File: src/rtl/tap_tempo_pkg.sv
// Shared constants and types for the tap-tempo step-clock source.
// Latency: n/a (package only).
// Backpressure: n/a (package only).
// TT_WIDTH is the width of the `speed` value consumed by the rate divider.
package tap_tempo_pkg;

   localparam int TT_WIDTH            = 28;
   localparam int TT_DEBOUNCE_CYC     = 500_000;      // 10 ms at 50 MHz
   localparam int TT_MIN_PERIOD       = 6_250_000;
   localparam int TT_MAX_PERIOD       = 100_000_000;
   localparam int TT_DEFAULT_PERIOD   = 25_000_000;

   typedef enum logic {
      ST_IDLE    = 1'b0,
      ST_MEASURE = 1'b1
   } tempo_state_e;

endpackage

File: src/rtl/key_debounce.sv
// Key conditioner: 2-FF synchroniser, level debouncer and registered press pulse.
// Latency: press_o rises DEBOUNCE_CYC+3 cycles after a clean key_ni falling edge.
// Backpressure: none; press_o is a single-cycle event with no handshake.
// Ports: clk_i clock, rst_ni sync active-low reset, key_ni raw active-low key,
//        pressed_o debounced level (1 = pressed), press_o one-cycle press event.
module key_debounce #(
   parameter int DEBOUNCE_CYC = 500_000
) (
   input  logic clk_i,
   input  logic rst_ni,
   input  logic key_ni,
   output logic pressed_o,
   output logic press_o
);

   localparam int CW = $clog2(DEBOUNCE_CYC + 1);

   logic          sync1_q, sync2_q;
   logic          stable_q, stable_d;     // accepted raw level, 1 = released
   logic          prev_q;                 // stable_q one cycle ago
   logic [CW-1:0] cnt_q, cnt_d;
   logic          press_q;

   // The counter measures how long the synchronised input has disagreed with
   // the accepted level; any agreement restarts the measurement.
   always_comb begin
      cnt_d    = cnt_q;
      stable_d = stable_q;
      if (sync2_q == stable_q) begin
         cnt_d = '0;
      end else if (cnt_q == CW'(DEBOUNCE_CYC - 1)) begin
         stable_d = ~stable_q;
         cnt_d    = '0;
      end else begin
         cnt_d = cnt_q + CW'(1);
      end
   end

   always_ff @(posedge clk_i) begin
      if (!rst_ni) begin
         sync1_q  <= 1'b1;
         sync2_q  <= 1'b1;
         stable_q <= 1'b1;
         prev_q   <= 1'b1;
         cnt_q    <= '0;
         press_q  <= 1'b0;
      end else begin
         sync1_q  <= key_ni;
         sync2_q  <= sync1_q;
         stable_q <= stable_d;
         cnt_q    <= cnt_d;
         prev_q   <= stable_q;
         // released -> pressed only; a release produces no event
         press_q  <= prev_q & ~stable_q;
      end
   end

   assign pressed_o = ~stable_q;
   assign press_o   = press_q;

endmodule

File: src/rtl/tap_tempo.sv
// Tap-tempo generator: measures tap intervals into a step period and emits a beat tick.
// Latency: period/locked update one cycle after the internal tap event (DEBOUNCE_CYC+4 after the key edge).
// Backpressure: none; beat_tick is a free-running single-cycle pulse.
// Ports: CLOCK_50 clock, resetn sync active-low reset, tap_n raw active-low key,
//        period step period in cycles, beat_tick one pulse per period, locked
//        set after the first accepted interval, tap_led debounced key (1 = pressed).
module tap_tempo
   import tap_tempo_pkg::*;
#(
   parameter int DEBOUNCE_CYC   = TT_DEBOUNCE_CYC,
   parameter int MIN_PERIOD     = TT_MIN_PERIOD,
   parameter int MAX_PERIOD     = TT_MAX_PERIOD,
   parameter int DEFAULT_PERIOD = TT_DEFAULT_PERIOD,
   parameter int WIDTH          = TT_WIDTH
) (
   input  logic             CLOCK_50,
   input  logic             resetn,
   input  logic             tap_n,
   output logic [WIDTH-1:0] period,
   output logic             beat_tick,
   output logic             locked,
   output logic             tap_led
);

   localparam logic [WIDTH-1:0] MIN_W = WIDTH'(MIN_PERIOD);
   localparam logic [WIDTH-1:0] MAX_W = WIDTH'(MAX_PERIOD);
   localparam logic [WIDTH-1:0] DEF_W = WIDTH'(DEFAULT_PERIOD);

   logic             tap;
   logic             pressed;
   tempo_state_e     state_q;
   logic [WIDTH-1:0] ivl_q;
   logic [WIDTH-1:0] period_q;
   logic             locked_q;
   logic [WIDTH-1:0] phase_q;
   logic             beat_q;

   logic [WIDTH-1:0] elapsed;
   logic [WIDTH:0]   sum;
   logic [WIDTH-1:0] avg;
   logic [WIDTH-1:0] period_m1;
   logic             accept;

   key_debounce #(
      .DEBOUNCE_CYC (DEBOUNCE_CYC)
   ) u_key (
      .clk_i     (CLOCK_50),
      .rst_ni    (resetn),
      .key_ni    (tap_n),
      .pressed_o (pressed),
      .press_o   (tap)
   );

   // ivl_q is cleared on the tap edge, so on the edge N cycles later it holds
   // N-1; elapsed = ivl_q + 1 is the true tap-to-tap distance.
   assign elapsed   = ivl_q + WIDTH'(1);
   assign sum       = {1'b0, period_q} + {1'b0, elapsed};
   assign avg       = sum[WIDTH:1];
   assign period_m1 = period_q - WIDTH'(1);
   assign accept    = (state_q == ST_MEASURE) && tap &&
                      (elapsed >= MIN_W) && (elapsed <= MAX_W);

   // Interval FSM. A tap at exactly MAX_PERIOD is accepted ahead of the timeout.
   always_ff @(posedge CLOCK_50) begin
      if (!resetn) begin
         state_q  <= ST_IDLE;
         ivl_q    <= '0;
         period_q <= DEF_W;
         locked_q <= 1'b0;
      end else begin
         case (state_q)
            ST_IDLE: begin
               if (tap) begin
                  state_q <= ST_MEASURE;
                  ivl_q   <= '0;
               end
            end
            ST_MEASURE: begin
               if (accept) begin
                  period_q <= locked_q ? avg : elapsed;
                  locked_q <= 1'b1;
                  ivl_q    <= '0;
               end else if (elapsed == MAX_W) begin
                  state_q <= ST_IDLE;
                  ivl_q   <= '0;
               end else begin
                  ivl_q <= elapsed;   // early taps fall through here and are ignored
               end
            end
         endcase
      end
   end

   // Beat generator, runs in both FSM states.
   always_ff @(posedge CLOCK_50) begin
      if (!resetn) begin
         phase_q <= '0;
         beat_q  <= 1'b0;
      end else if (accept) begin
         phase_q <= '0;               // re-align to the tap, no tick this cycle
         beat_q  <= 1'b0;
      end else if (phase_q == period_m1) begin
         phase_q <= '0;
         beat_q  <= 1'b1;
      end else if (phase_q > period_m1) begin
         phase_q <= '0;               // period shrank under the phase: wrap silently
         beat_q  <= 1'b0;
      end else begin
         phase_q <= phase_q + WIDTH'(1);
         beat_q  <= 1'b0;
      end
   end

   assign period    = period_q;
   assign locked    = locked_q;
   assign beat_tick = beat_q;
   assign tap_led   = pressed;

endmodule

File: config.mk
export PLATFORM = sky130hd
export DESIGN_NAME = tap_tempo
export DESIGN_NICKNAME = d
export VERILOG_FILES = /design/src/rtl/tap_tempo_pkg.sv /design/src/rtl/key_debounce.sv /design/src/rtl/tap_tempo.sv
export SDC_FILE = /design/constraint.sdc
export NUM_CORES = 1
export LEC_CHECK = 0
export ABC_AREA = 1
export BUFFER_PORTS_ARGS = -buffer_cell sky130_fd_sc_hd__buf_2
export CORE_MARGIN = 1
export CORE_UTILIZATION = 45
export CTS_BUF_LIST = sky130_fd_sc_hd__clkbuf_4
export DETAILED_ROUTE_END_ITERATION = 10
export GPL_TIMING_DRIVEN = 0
export PLACE_DENSITY_LB_ADDON = 0.05
export SLEW_MARGIN = 10
export SYNTH_ARGS = -nofsm -noshare
export SYNTH_HDL_FRONTEND = slang
export SYNTH_SLANG_ARGS = --single-unit
export TNS_END_PERCENT = 1
File: constraint.sdc
create_clock -name CLOCK_50 -period 10 [get_ports CLOCK_50]
set_input_delay 0.5 -clock CLOCK_50 [delete_from_list [all_inputs] [get_ports CLOCK_50]]
set_output_delay 0.5 -clock CLOCK_50 [all_outputs]
set_load 0.005 [all_outputs]
Yosys cells after proc, flatten, opt, wreduce, memory -nomap -nowiden --
Index checks and enable logic that the tools add are counted.
Storage, ports and cells: RAM bits 0, ROM bits 0, word-level logic and storage cells 48, flip-flop bits (word level) 111, memories 0, bits in latches 0, input port bits 3, output and inout port bits 31
Operators by class: reduce and logical (&&, ||, !) cells 8, equality and inequality tests 5, add/subtract/negate cells 5, mux-type cells 10, bitwise operators 5, div/mod/pow operators 0, shift-type cells 0, multipliers 0, order comparisons 3
Operator list (count):
- 28-bit two-way mux | 4
- 28-bit by 1-bit adder with 28-bit output, second input constant | 2
- 28-bit one-hot mux with 2 select lines | 1
- 28-bit by 28-bit adder with 29-bit output | 1
- 28-bit by 27-bit == test with 1-bit output, second input constant | 1
- 28-bit == test | 1
- 28-bit by 23-bit greater-or-equal comparator with 1-bit output, second input constant | 1
- 28-bit greater-than comparator | 1
- 28-bit by 27-bit <= comparator with 1-bit output, second input constant | 1
- 28-bit by 1-bit subtractor with 28-bit output, second input constant | 1
- 19-bit by 1-bit adder with 19-bit output, second input constant | 1
- 19-bit == test, second input constant | 1
- 1-bit two-way mux | 4
- 1-bit NOT | 4
- 2-bit AND reduction | 2
- 4-bit OR reduction | 1
- 1-bit logical AND | 3
- 3-bit OR reduction | 1
- 2-bit by 1-bit inequality test with 1-bit output, second input constant | 1
- 1-bit one-hot mux with 2 select lines | 1
- 2-bit OR reduction | 1
- 1-bit AND | 1
- 1-bit == test | 1

Depth between registers and ports, before layout --
depth in word-level cells 6, gate-level depth with buffers 24, mapped depth without buffers 23

Modules after synthesis --
A second synthesis with hierarchy kept.
Unflattened totals: cells, all modules 1439, area, all modules 8956.1 um2
Modules (own cells, without submodules):
- tap_tempo | cells an instance 1272, instances 1, area each 7812.5 um2, seq. area each 1741.7 um2
- key_debounce | cells an instance 167, instances 1, area each 1143.6 um2, seq. area each 480.5 um2

Worst setup path after synthesis --
No wires, ideal clock.
path kind reg-to-reg, from register period_q[0], in the netlist period[0], to register phase_q[18], period minus slack after synthesis 3.314 ns, data arrival time 3.250 ns, setup slack 6.686 ns, cell stages (with the launch flop) 24, required time 9.936 ns, setup time 0.064 ns, buffers on the path 1, path through dfxtp_1 > inv_1 > ha_1 > inv_1 > nor2_1 > nand2_1 > nor2_1 > nand3_1 > nor2_1 > nand2_1 > or2_2 > nor2_1 > nand2_1 > nor2_1 > xor2_1 > ha_1 > nand2_1 > nor2_1 > a211oi_1 > o211ai_1 > a21oi_1 > nand3_4 > buf_4 > nor2_1
On the way: cells in the longest elaborated chain, start to end 3, elaborated cells between the ends (all ways) 4, those cells by class add/sub (1); order compare (1); eq/ne (1); reduce/logical (1)
Ends and longest elaborated chain:
- start: declaration | line tap_tempo.sv:33 | logic [WIDTH-1:0] period_q;
- start signal: assignment | line tap_tempo.sv:80 | period_q <= locked_q ? avg : elapsed;
- 28-bit by 1-bit subtractor with 28-bit output (*) | line tap_tempo.sv:59 | assign period_m1 = period_q - WIDTH'(1);
- 28-bit greater-than comparator or 28-bit == test (tied branches) | line tap_tempo.sv:105, tap_tempo.sv:102
- 4-bit OR reduction (no source line) (*)
- end signal: assignment | line tap_tempo.sv:109 | phase_q <= phase_q + WIDTH'(1);
- end: declaration | line tap_tempo.sv:35 | logic [WIDTH-1:0] phase_q;
Mark *: on every way between the ends. The rest lies on a longest branch, timed or not. A chain may end at the register's enable or synchronous reset.

Worst setup path after layout --
from register period_q[1], in the netlist period[1], to register phase_q[22]
Same word-level chain as after synthesis.

==> run summary <==
Status - finished clean
Hold depth - 2
Grt met2 use - 42.8%
R2R Setup Slk - 5890 ps
Sequential area share after synthesis - 25.4%
H-tree depth - 3
Slew margin rel. - 37.2%
Dominant cells by area after synthesis - dfxtp_1 (25%), nand2_1 (14%), ha_1 (8.4%)
Nets - 1489
WP data arrival - 4580 ps
Largest fanout on the critical path - 10
Drt wl/cell - 15.6 um
Worst slack, placed - 5880 ps
Vias in the first global route - 8001
Port buffer count - 32
Vias - 8939
Clk slew on worst S/H paths - 200 ps
CP Depth - 19
Hold Crit Class - in2reg
Logic pwr share - 2.5%
Longest Clk Path Bufs - 2
Die Height - 141 um
Overall routed net length - 26.4 mm
Clock Latency Late Sink - 520 ps
Switching power - 193 uW
Sw Share - 27.5%
Post-synth EDFFs - 0
Final setup fails - 0
Post-synth ARST share - 0%
PostCTS Resize Cnt - 0
Minimum clock period - 4110 ps
Top-count cell post-synth - nand2_1
Cts hold-fix bufs - 0
Clk pwr share - 33.9%
Syn_nets - 1446
Origin of the worst setup path - period[1]$_SDFFE_PN0P_
Cell taking the most area after synthesis - dfxtp_1
Post-route clock skew - 25.5 ps
DRT iter0 DRCs - 754
Worst R2R Start - period[1]$_SDFFE_PN0P_
First-pass DRT Iterations - 5
Setup repair bufs after CTS - 0
Grt total ovfl - 0
Crit. End Element - flip-flop
CP required - 10470 ps
Reg2Reg Depth - 19
Unrepaired setup endpoints after global routing - false
Power Dens Cells - 74.6 nW/um^2
Pleak - 0.00411 uW
Max cap viols - 0
Post-synth top cells - nand2_1 (328), nor2_1 (194), inv_1 (152)
VDD IR-drop max - 0.0000502 V
Area growth syn-to-layout - 7.22%
Fmax - 243 MHz
Setup_tns - 0 ps
Die area - 20000 um^2
Max Slew Vio Count - 0
Initial core utilization - 46.3%
CP startpoint kind - flip-flop
Max incr delay on CP - 430 ps
GR peak layer - met2
Flops & latches, synth - 111
CTS tree - done
Mapped Area - 8760 um^2
CP delay by family, top - simple AND/OR/NAND/NOR gates
GRT Util Overall - 27.1%
Detailed-placement wirelength estimate - 21.0 mm
Fin worst setup slack - 5890 ps
Cell Chain, Critical Path - nor2_1, nand2_1, nor3_1, nand3_1, nor2_1, inv_1, nor4_1, nand2_1, nor3_1, xnor2_1, ha_1, nand4_1, nor3_1, nand3_1, o211ai_1, a21oi_1, nand3_4, buf_4, nor2_1
Buffers & Inverters on Critical Path - 2
Largest net degree at the start of global routing - 22
Worst-margin pin slew - 933 ps
CTS buffer count - 9
Global-route wire length before repair - 42.3 mm
CTS root buf - clkbuf_4
Die W - 141 um
Synthesized area per cell - 6.33 um^2
Clk sinks - 111
Ports - 34
Antenna viol nets, final - 0
Yosys Warn Count - 0
Crit path kind - reg2reg
Met3 usage - 3.68%
RR Endpoint - phase_q[22]$_SDFF_PP0_
Part of the power in registers - 63.6%
Met1 Use GR - 39.0%
Synth Instances - 1383
Int Power - 508 uW
Synth top area share - 25.4%
Post-route DRC - 0
Core area - 18900 um^2
Via-per-instance ratio - 5.28
Prevailing post-synth register cell - dfxtp_1
GP Congestion - 0.997
Worst setup path endpoint - phase_q[22]$_SDFF_PP0_
Antenna violations before repair - 1
Distinct cell type count of the synthesized netlist - 48
Row cnt - 50
Layout cells sized above 1 - 7.69%
Crit share post-route - 41.1%
Fill count - 2055
Crit-path slowest cell - dfxtp_1
Final Hold Fails - 0
## cells by family (layout without fill, tap and decap cells)
kind of cell    after synthesis  count (layout)  synth area share (%)
other cells                   0               2                     0
xor+xnor                     60              60                  6.09
buf+inv                     186             234                  8.46
compound gates              181             181                  11.5
fa+ha+maj                    60              60                  8.66
flops                       111             111                  25.4
simple gates                785             785                  39.9
## layer usage
metal	up-vias	share of wire [%]
met4	0	1.2
met5	-	0
met1	4110	50
met3	20	4.8
met2	196	44
li1	4613	-
## power by group through the flow
stage	sequential [uW]	clock (uW)	combinational, uW
6_report	446	238	17.4
5_1_grt	446	261	19.2
4_1_cts	446	249	17.4
3_5_place_dp	455	0	17.3
3_3_place_gp	455	0	17.2
2_1_floorplan	454	0	11.1
## registers in the layout, indices dropped and copies added (netlist names)
register,flops
u_key.sync2_q,1
u_key.cnt_q,19
period,28
ivl_q,28
u_key.press_o,1
state_q,1
phase_q,28
u_key.sync1_q,1
locked,1
beat_tick,1
u_key.prev_q,1
u_key.stable_q,1
## worst min path at each step
| stage | to | startpoint | slack (ps) |
|---|---|---|---|
| 2_1_floorplan | u_key.sync2_q$_SDFF_PN1_ | u_key.sync1_q$_SDFF_PN1_ | 390 |
| 3_3_place_gp | u_key.sync2_q$_SDFF_PN1_ | u_key.sync1_q$_SDFF_PN1_ | 400 |
| 3_5_place_dp | u_key.sync2_q$_SDFF_PN1_ | u_key.sync1_q$_SDFF_PN1_ | 400 |
| 4_1_cts | u_key.sync1_q$_SDFF_PN1_ | tap_n | 150 |
| 5_1_grt | u_key.sync1_q$_SDFF_PN1_ | tap_n | 150 |
| 6_report | u_key.sync1_q$_SDFF_PN1_ | tap_n | 170 |
## cell usage in the layout, fill, tap and decap left out, types with 22 or more instances in the layout
master and instances:
o21ai_0 70, nand4_1 22, buf_2 39, nand2_1 328, nand3_1 142, nor3_1 38
inv_1 152, nor2_1 194, dfxtp_1 111, a21oi_1 61, xor2_1 35, ha_1 59
xnor2_1 24
## area by class of cell
cell class	count	area (um^2)	share of cell area, %
tap	260	325	3.47
clock inverter	7	73.8	0.786
clock buffer	9	67.6	0.720
antenna	2	5.00	0.0533
inverter	157	589	6.28
sequential	111	2220	23.7
multi-input combinational	1086	5790	61.7
timing repair buffer	32	160	1.71
buffer	29	151	1.61
## stage by stage
stage                     hold slack (ps)  instances  total power (uW)  cell area, um^2  util (%)
after detailed placement              400       1675               472             9240      48.9
after global placement                399       1675               472             9240      48.9
after global routing                  148       1693               727             9390      49.7
after floorplan                       393       1383               466             8760         -
final                                 169       1693               701             9390      49.7
after CTS                             152       1691               712             9380      49.7
Note: power is estimated with default switching activity, not from simulation.
